$ cat src/rtl/regfile_writeback.sv
// Merges the ALU and long-latency result streams onto the single register file write port.
// Long-latency results are buffered in an in-order FIFO; a scoreboard tracks their pending writes.
module regfile_writeback #(
  parameter int unsigned XLEN       = 32,
  parameter int unsigned FIFO_DEPTH = 4
) (
  input  logic                          clk,
  input  logic                          rst,
  input  logic                          alu_valid,
  input  logic [4:0]                    alu_rd,
  input  logic [XLEN-1:0]               alu_data,
  input  logic                          mem_valid,
  output logic                          mem_ready,
  input  logic [4:0]                    mem_rd,
  input  logic [XLEN-1:0]               mem_data,
  input  logic                          issue_valid,
  input  logic [4:0]                    issue_rd,
  output logic [31:0]                   busy,
  output logic                          rf_regwrite,
  output logic [4:0]                    rf_writereg,
  output logic [XLEN-1:0]               rf_write_data,
  output logic [$clog2(FIFO_DEPTH):0]   fifo_count
);

  localparam int unsigned PtrW = $clog2(FIFO_DEPTH);
  localparam int unsigned CntW = PtrW + 1;
  localparam logic [CntW-1:0] DepthCnt = CntW'(FIFO_DEPTH);

  logic [4:0]      rd_mem   [FIFO_DEPTH];
  logic [XLEN-1:0] data_mem [FIFO_DEPTH];

  logic [PtrW-1:0] wr_ptr_q, rd_ptr_q;
  logic [CntW-1:0] count_q, count_d;
  logic            ready_q;
  logic            push, pop, fifo_empty;

  logic            rf_we_d, from_fifo_d, from_fifo_q;
  logic [4:0]      rf_rd_d;
  logic [XLEN-1:0] rf_data_d;

  logic [31:0]     busy_q, busy_d, set_vec, clr_vec;

  // ready_q holds mem_ready low through reset and releases it on the first edge after.
  assign mem_ready  = ready_q && (count_q < DepthCnt);
  assign fifo_empty = (count_q == '0);
  assign push       = mem_valid && mem_ready;
  assign pop        = !alu_valid && !fifo_empty;
  assign fifo_count = count_q;
  assign busy       = busy_q;

  always_comb begin
    count_d = count_q;
    unique case ({push, pop})
      2'b10:   count_d = count_q + CntW'(1);
      2'b01:   count_d = count_q - CntW'(1);
      default: count_d = count_q;
    endcase
  end

  always_ff @(posedge clk or negedge rst) begin
    if (!rst) begin
      ready_q  <= 1'b0;
      wr_ptr_q <= '0;
      rd_ptr_q <= '0;
      count_q  <= '0;
    end else begin
      ready_q <= 1'b1;
      count_q <= count_d;
      if (push) wr_ptr_q <= wr_ptr_q + PtrW'(1);
      if (pop)  rd_ptr_q <= rd_ptr_q + PtrW'(1);
    end
  end

  // Storage needs no reset: the count alone decides which entries are live.
  always_ff @(posedge clk) begin
    if (push) begin
      rd_mem[wr_ptr_q]   <= mem_rd;
      data_mem[wr_ptr_q] <= mem_data;
    end
  end

  // ALU has priority; x0 slots are consumed but never raise the write enable.
  always_comb begin
    rf_we_d     = 1'b0;
    rf_rd_d     = rf_writereg;
    rf_data_d   = rf_write_data;
    from_fifo_d = 1'b0;
    if (alu_valid) begin
      rf_we_d   = (alu_rd != 5'd0);
      rf_rd_d   = alu_rd;
      rf_data_d = alu_data;
    end else if (pop) begin
      rf_we_d     = (rd_mem[rd_ptr_q] != 5'd0);
      rf_rd_d     = rd_mem[rd_ptr_q];
      rf_data_d   = data_mem[rd_ptr_q];
      from_fifo_d = 1'b1;
    end
  end

  always_ff @(posedge clk or negedge rst) begin
    if (!rst) begin
      rf_regwrite   <= 1'b0;
      rf_writereg   <= 5'd0;
      rf_write_data <= '0;
      from_fifo_q   <= 1'b0;
    end else begin
      rf_regwrite   <= rf_we_d;
      rf_writereg   <= rf_rd_d;
      rf_write_data <= rf_data_d;
      from_fifo_q   <= from_fifo_d;
    end
  end

  // Clear on the commit of a FIFO-sourced write; a same-cycle issue to that register wins.
  always_comb begin
    set_vec = issue_valid ? (32'd1 << issue_rd) : 32'd0;
    clr_vec = (rf_regwrite && from_fifo_q) ? (32'd1 << rf_writereg) : 32'd0;
    busy_d  = (busy_q & ~clr_vec) | set_vec;
    busy_d[0] = 1'b0;
  end

  always_ff @(posedge clk or negedge rst) begin
    if (!rst) begin
      busy_q <= 32'd0;
    end else begin
      busy_q <= busy_d;
    end
  end

endmodule

$ cat config.mk
export PLATFORM = sky130hd
export DESIGN_NAME = regfile_writeback
export DESIGN_NICKNAME = d
export VERILOG_FILES = /design/src/rtl/regfile_writeback.sv
export SDC_FILE = /design/constraint.sdc
export NUM_CORES = 1
export LEC_CHECK = 0
export ABC_AREA = 1
export CORE_MARGIN = 2
export CORE_UTILIZATION = 40
export CTS_CLUSTER_DIAMETER = 120
export CTS_CLUSTER_SIZE = 24
export DETAILED_ROUTE_END_ITERATION = 8
export SLEW_MARGIN = 20
export SYNTH_ARGS = -nofsm -noshare
export SYNTH_HDL_FRONTEND = slang
export SYNTH_SLANG_ARGS = --single-unit
export TNS_END_PERCENT = 50
$ cat constraint.sdc
create_clock -name clk -period 6.05 [get_ports clk]
set_input_delay 1.21 -clock clk [delete_from_list [all_inputs] [get_ports clk]]
set_output_delay 1.21 -clock clk [all_outputs]
set_load 0.05 [all_outputs]
* Yosys cells after proc, flatten, opt, wreduce, memory -nomap -nowiden *
Memory sizes are Yosys's and may differ from the RTL's.
Index checks and enable logic that the tools add are counted.

word-level totals
  memories = 2
  input bits = 84
  word-level logic and storage cells = 47
  memory bits (writable) = 148
  output and inout port bits = 74
  flip-flop bits (word level) = 78

operators by class
  $add $sub $neg = 4
  mux-type cells = 13
  bitwise logic cells = 3
  shifts and indexed selects = 2
  reductions and logical operators = 11
  $lt $le $gt $ge = 1
  equal/unequal tests = 2

memory list
  name      depth  bits a word  read ports  clocked after memory_dff  write ports  RTL line  text
  data_mem  4      32           1           0                         1            30        logic [XLEN-1:0] data_mem [FIFO_DEPTH];
  rd_mem    4      5            1           0                         1            29        logic [4:0] rd_mem [FIFO_DEPTH];

operators by type and width
  kind                                                                number
  32-bit 2-to-1 mux                                                   4
  1-bit by 5-bit << shifter with 32-bit output, first input constant  2
  32-bit bitwise AND                                                  1
  32-bit NOT                                                          1
  32-bit bitwise OR                                                   1
  5-bit 2-to-1 mux                                                    2
  5-bit nonzero test                                                  2
  1-bit 2-to-1 mux                                                    6
  3-bit case mux with 2 select lines                                  1
  2-bit by 1-bit adder with 2-bit output, second input constant       2
  1-bit logical AND                                                   4
  2-bit nonzero test                                                  2
  3-bit by 1-bit adder with 3-bit output, second input constant       1
  3-bit logical NOT                                                   1
  3-bit < comparator, second input constant                           1
  3-bit by 1-bit subtractor with 3-bit output, second input constant  1
  2-bit by 1-bit == test with 1-bit output, second input constant     1
  2-bit == test, second input constant                                1
  1-bit logical NOT                                                   2

* Longest topological paths before layout *
  word-level depth = 5
  mapped depth = 10
  depth with buffers taken out = 10

* Least setup slack after synthesis *
No wires, ideal clock.

  path kind = register to register
  from = register count_q[2], in the netlist fifo_count[2]
  to = memory data_mem[0][0] (enable)
  slack = 2285 ps
  setup time = 431 ps
  data required time = 5619 ps
  data arrival time = 3333 ps
  stages on the path, launching flop included = 4
  path buffers = 0
  period minus slack after synthesis = 3765 ps
  cell sequence = dfrtp_1 nor2_1 nand2_1 nor2_1

on the way
  word-level cells in the longest chain between the ends = 5

ends and longest elaborated chain
  item                                    RTL line  text
  start: declaration                      33        logic [CntW-1:0] count_q, count_d;
  start signal: assignment                68        count_q <= count_d;
  3-bit < comparator                      44        assign mem_ready = ready_q && (count_q < DepthCnt);
  1-bit logical AND                       44
  via mem_ready                           13        output logic mem_ready,
  1-bit logical AND                       46        assign push = mem_valid && mem_ready;
  1-bit 2-to-1 mux                        76        if (push) begin
  1-bit 2-to-1 mux (not written as such)  78        data_mem[wr_ptr_q] <= mem_data;
  end: declaration                        30

The timed path passes the listed nets, and every way through them passes these cells.

* Worst setup path in the final report *
  from = input port alu_valid
  to = register count_q[2], in the netlist fifo_count[2]

on the way
  word-level cells in the longest chain between the ends = 4
  elaborated cells between the ends (all ways) = 6

ends and longest elaborated chain
  item                                                                              RTL line  text
  start: declaration                                                                9         input logic alu_valid,
  1-bit logical NOT (*)                                                             47        assign pop = !alu_valid && !fifo_empty;
  1-bit logical AND (*)                                                             47
  2-bit by 1-bit == test with 1-bit output / 2-bit == test (equally long branches)  53        unique case ({push, pop})
  3-bit case mux with 2 select lines / 2-bit nonzero test (equally long branches)   -

Every way passes the cells marked *; elsewhere a longest branch is shown, timed or not.
A chain may end at the register's enable or synchronous reset.

==> run summary <==
status - complete, no violations
Synth Area per Inst - 10.7 um^2
R2R Path End - rf_write_data[30]
Met2 Wirelength - 10,300 um
dpl cell area - 0.0112 mm^2
Final Cell Area - 0.0115 mm^2
largest net degree at the start of global routing - 117
final hold viol count - 0
cell taking the most area after synthesis - edfxtp_1
vias in the first global route - 6,317
initial antenna violation count - 1
syn_nets - 965
critical path's slowest cell - buf_4
Setup Fix Bufs, Post-CTS - 0
synth cell count leaders - 215 x nand2_1, 148 x edfxtp_1, 118 x o21ai_0, 87 x inv_1, 78 x dfrtp_1
Slew Viols, Final - 0
Final TNS setup - 0 ns
RSZ-0062 raised after global routing - no
M1 WL - 9610 um
non-filler cells, final - 1,329
clk_skew - 0.0288 ns
synth unique cells - 26
CP Capture Type - flop
CTS-repair resized insts - 0
hold path depth - 2
die area - 0.0246 mm^2
post-synth top area share - 47.6%
core area - 0.0228 mm^2
worst relative slew slack - 33.2%
FF-to-FF Start - fifo_count[1]
WS Path Type - in2reg
H-tree depth - 1
Max Buffers Root-to-Sink - 3
global-route wire length before repair - 33,500 um
Clock Sinks - 226
port bufs - 156
Req. time, crit path - 6.39 ns
Post-DRT Antenna Nets - 0
vias per inst - 4.89
ys async rst share - 34.5%
startpoint types - input pin
wire per inst - 16.3 um
register bit total from synthesis - 226
Worst path top cell family by delay - buffers and inverters
overall power consumption - 5.38 mW
HPWL after DPL - 13,800 um
Leak - 4.55 nW
Final Hold Slack - 0.485 ns
DRT Pass-1 Iters - 5
dpl ws - 2.09 ns
Worst Reg-to-Reg Cells - 5
CP Buf/Inv Count - 6
ANT cells - 0
Hold Crit Class - reg2reg
synth top area cells - edfxtp_1 48%, dfrtp_1 21%, nand2_1 8.6%
via count - 6,500
minimum clock period - 3.26 ns
routed wl met3 - 1410 um
Placed Cells - 1,307
Power Dens Cells - 466 mW/mm^2
max cap viols - 0
cells along the critical path - buf_2 > buf_4 > clkinv_1 > buf_4 > nand2_1 > inv_1 > ha_1 > inv_1 > fa_1 > a21oi_1 > o21ai_0 > xor2_1
R2R setup slack - 3.54 ns
CP max FO - 39
Hold EP - rf_write_data[2]
fill cell count - 2,060
synthesized cell area - 0.00934 mm^2
clk slew on worst S/H paths - 0.09 ns
fin crit share - 53.8%
crit path DAT - 3.60 ns
Layout area overhead - 23.6%
Total Wirelength - 21,600 um
TritonCTS clock tree - built
final setup vio count - 0
Hold Startpoint - rf_write_data[2]
share of cells above drive strength 1 - 3.54%
Initial Util - 41.0%
FP Rows - 55
io pins - 158
Final Util - 50.7%
peak supply drop - 0.250 mV
DRC Markers - 0
Cells after Synth - 875
Chip Height - 157 um
Max Used Layer - met5
Die Width - 157 um
GP Congestion - 0.765
Seq/Total Area, Yosys - 68.5%
CTS Hold Bufs - 0
Clock Latency Late Sink - 0.48 ns
GR Util All Layers - 17.4%
Post-synth EDFFs - 148
TritonCTS Buffers - 13
Main synth FF type - edfxtp_1
CTS root buf - clkbuf_16
Initial DRC Count - 362
Synth warnings - 0
f_max - 307 MHz
max incr delay on CP - 0.40 ns
count leader, synth - nand2_1
final setup margin - 2.79 ns
total grt overflow - 0
Worst Tran Pin Value - 1.00 ns
nets - 1,099
## layout make-up
type	count	area [um^2]	share of cell area, %
Inverter	91	342	2.96
Tap cell	313	392	3.39
Multi-Input combinational cell	513	2420	20.9
Clock buffer	20	352	3.05
Clock inverter	2	25.0	0.217
Sequential cell	226	6400	55.5
Timing Repair Buffer	164	1610	14.0
## sequential cells by signal, indices dropped and copies added, names as in the netlist
signal,count
from_fifo_q,1
fifo_count,3
rf_write_data,32
rf_regwrite,1
data_mem,128
ready_q,1
rd_mem,20
busy,31
rf_writereg,5
wr_ptr_q,2
rd_ptr_q,2
## cells in the final DEF (no fill, tap or decap), types with 5 or more instances in the layout
cell type	n
nand3_1	54
clkbuf_16	13
nand4_1	11
inv_1	86
o21ai_0	118
a21oi_1	66
o21ai_1	9
edfxtp_1	148
nand2_1	215
o221ai_1	5
nor2_1	11
nor3_1	5
dfrtp_1	76
clkbuf_1	7
buf_4	9
clkdlybuf4s50_1	154
ha_1	5
## where the power goes
part | internal (mW) | switching [mW] | leakage (nW)
Sequential | 1.95 | 0.259 | 2.21
Clock | 0.416 | 0.491 | 0.180
Combinational | 0.705 | 1.55 | 2.16
Total | 3.07 | 2.30 | 4.55
## routing by layer
layer	GRT usage [%]	vias up
li1	-	3241
met1	23.2	3037
met2	29.8	200
met3	3.32	20
met4	3.36	2
met5	0	-
## worst max-delay path by stage
stage / startpoint / slack (ns) / to / cells after the start
after floorplan: fifo_count[2] / 2.29 / data_mem[0][0] / 3
after global placement: alu_valid / 2.18 / rf_write_data[4] / 7
after detailed placement: alu_valid / 2.09 / rf_write_data[30] / 7
after CTS: alu_valid / 2.61 / rf_write_data[30] / 7
after global routing: alu_valid / 2.53 / fifo_count[2] / 12
final: alu_valid / 2.79 / fifo_count[2] / 12
## cell families after synthesis
| kind of cell | Yosys count | share of synthesized area [%] |
|---|---|---|
| other cells | 2 | 0.0804 |
| flops | 226 | 68.5 |
| simple gates | 302 | 13.3 |
| xor+xnor | 4 | 0.375 |
| buf+inv | 136 | 6.02 |
| compound gates | 199 | 10.9 |
| fa+ha+maj | 6 | 0.884 |
## worst reg2reg max path, stage by stage, from the launching register on
cell and delay, ns:
dfrtp_1 0.42, nor2_1 0.24, nand3_2 0.74, inv_2 0.85, nand2_1 0.13, nand2_1 0.10
(Power assumes the default switching activity.)
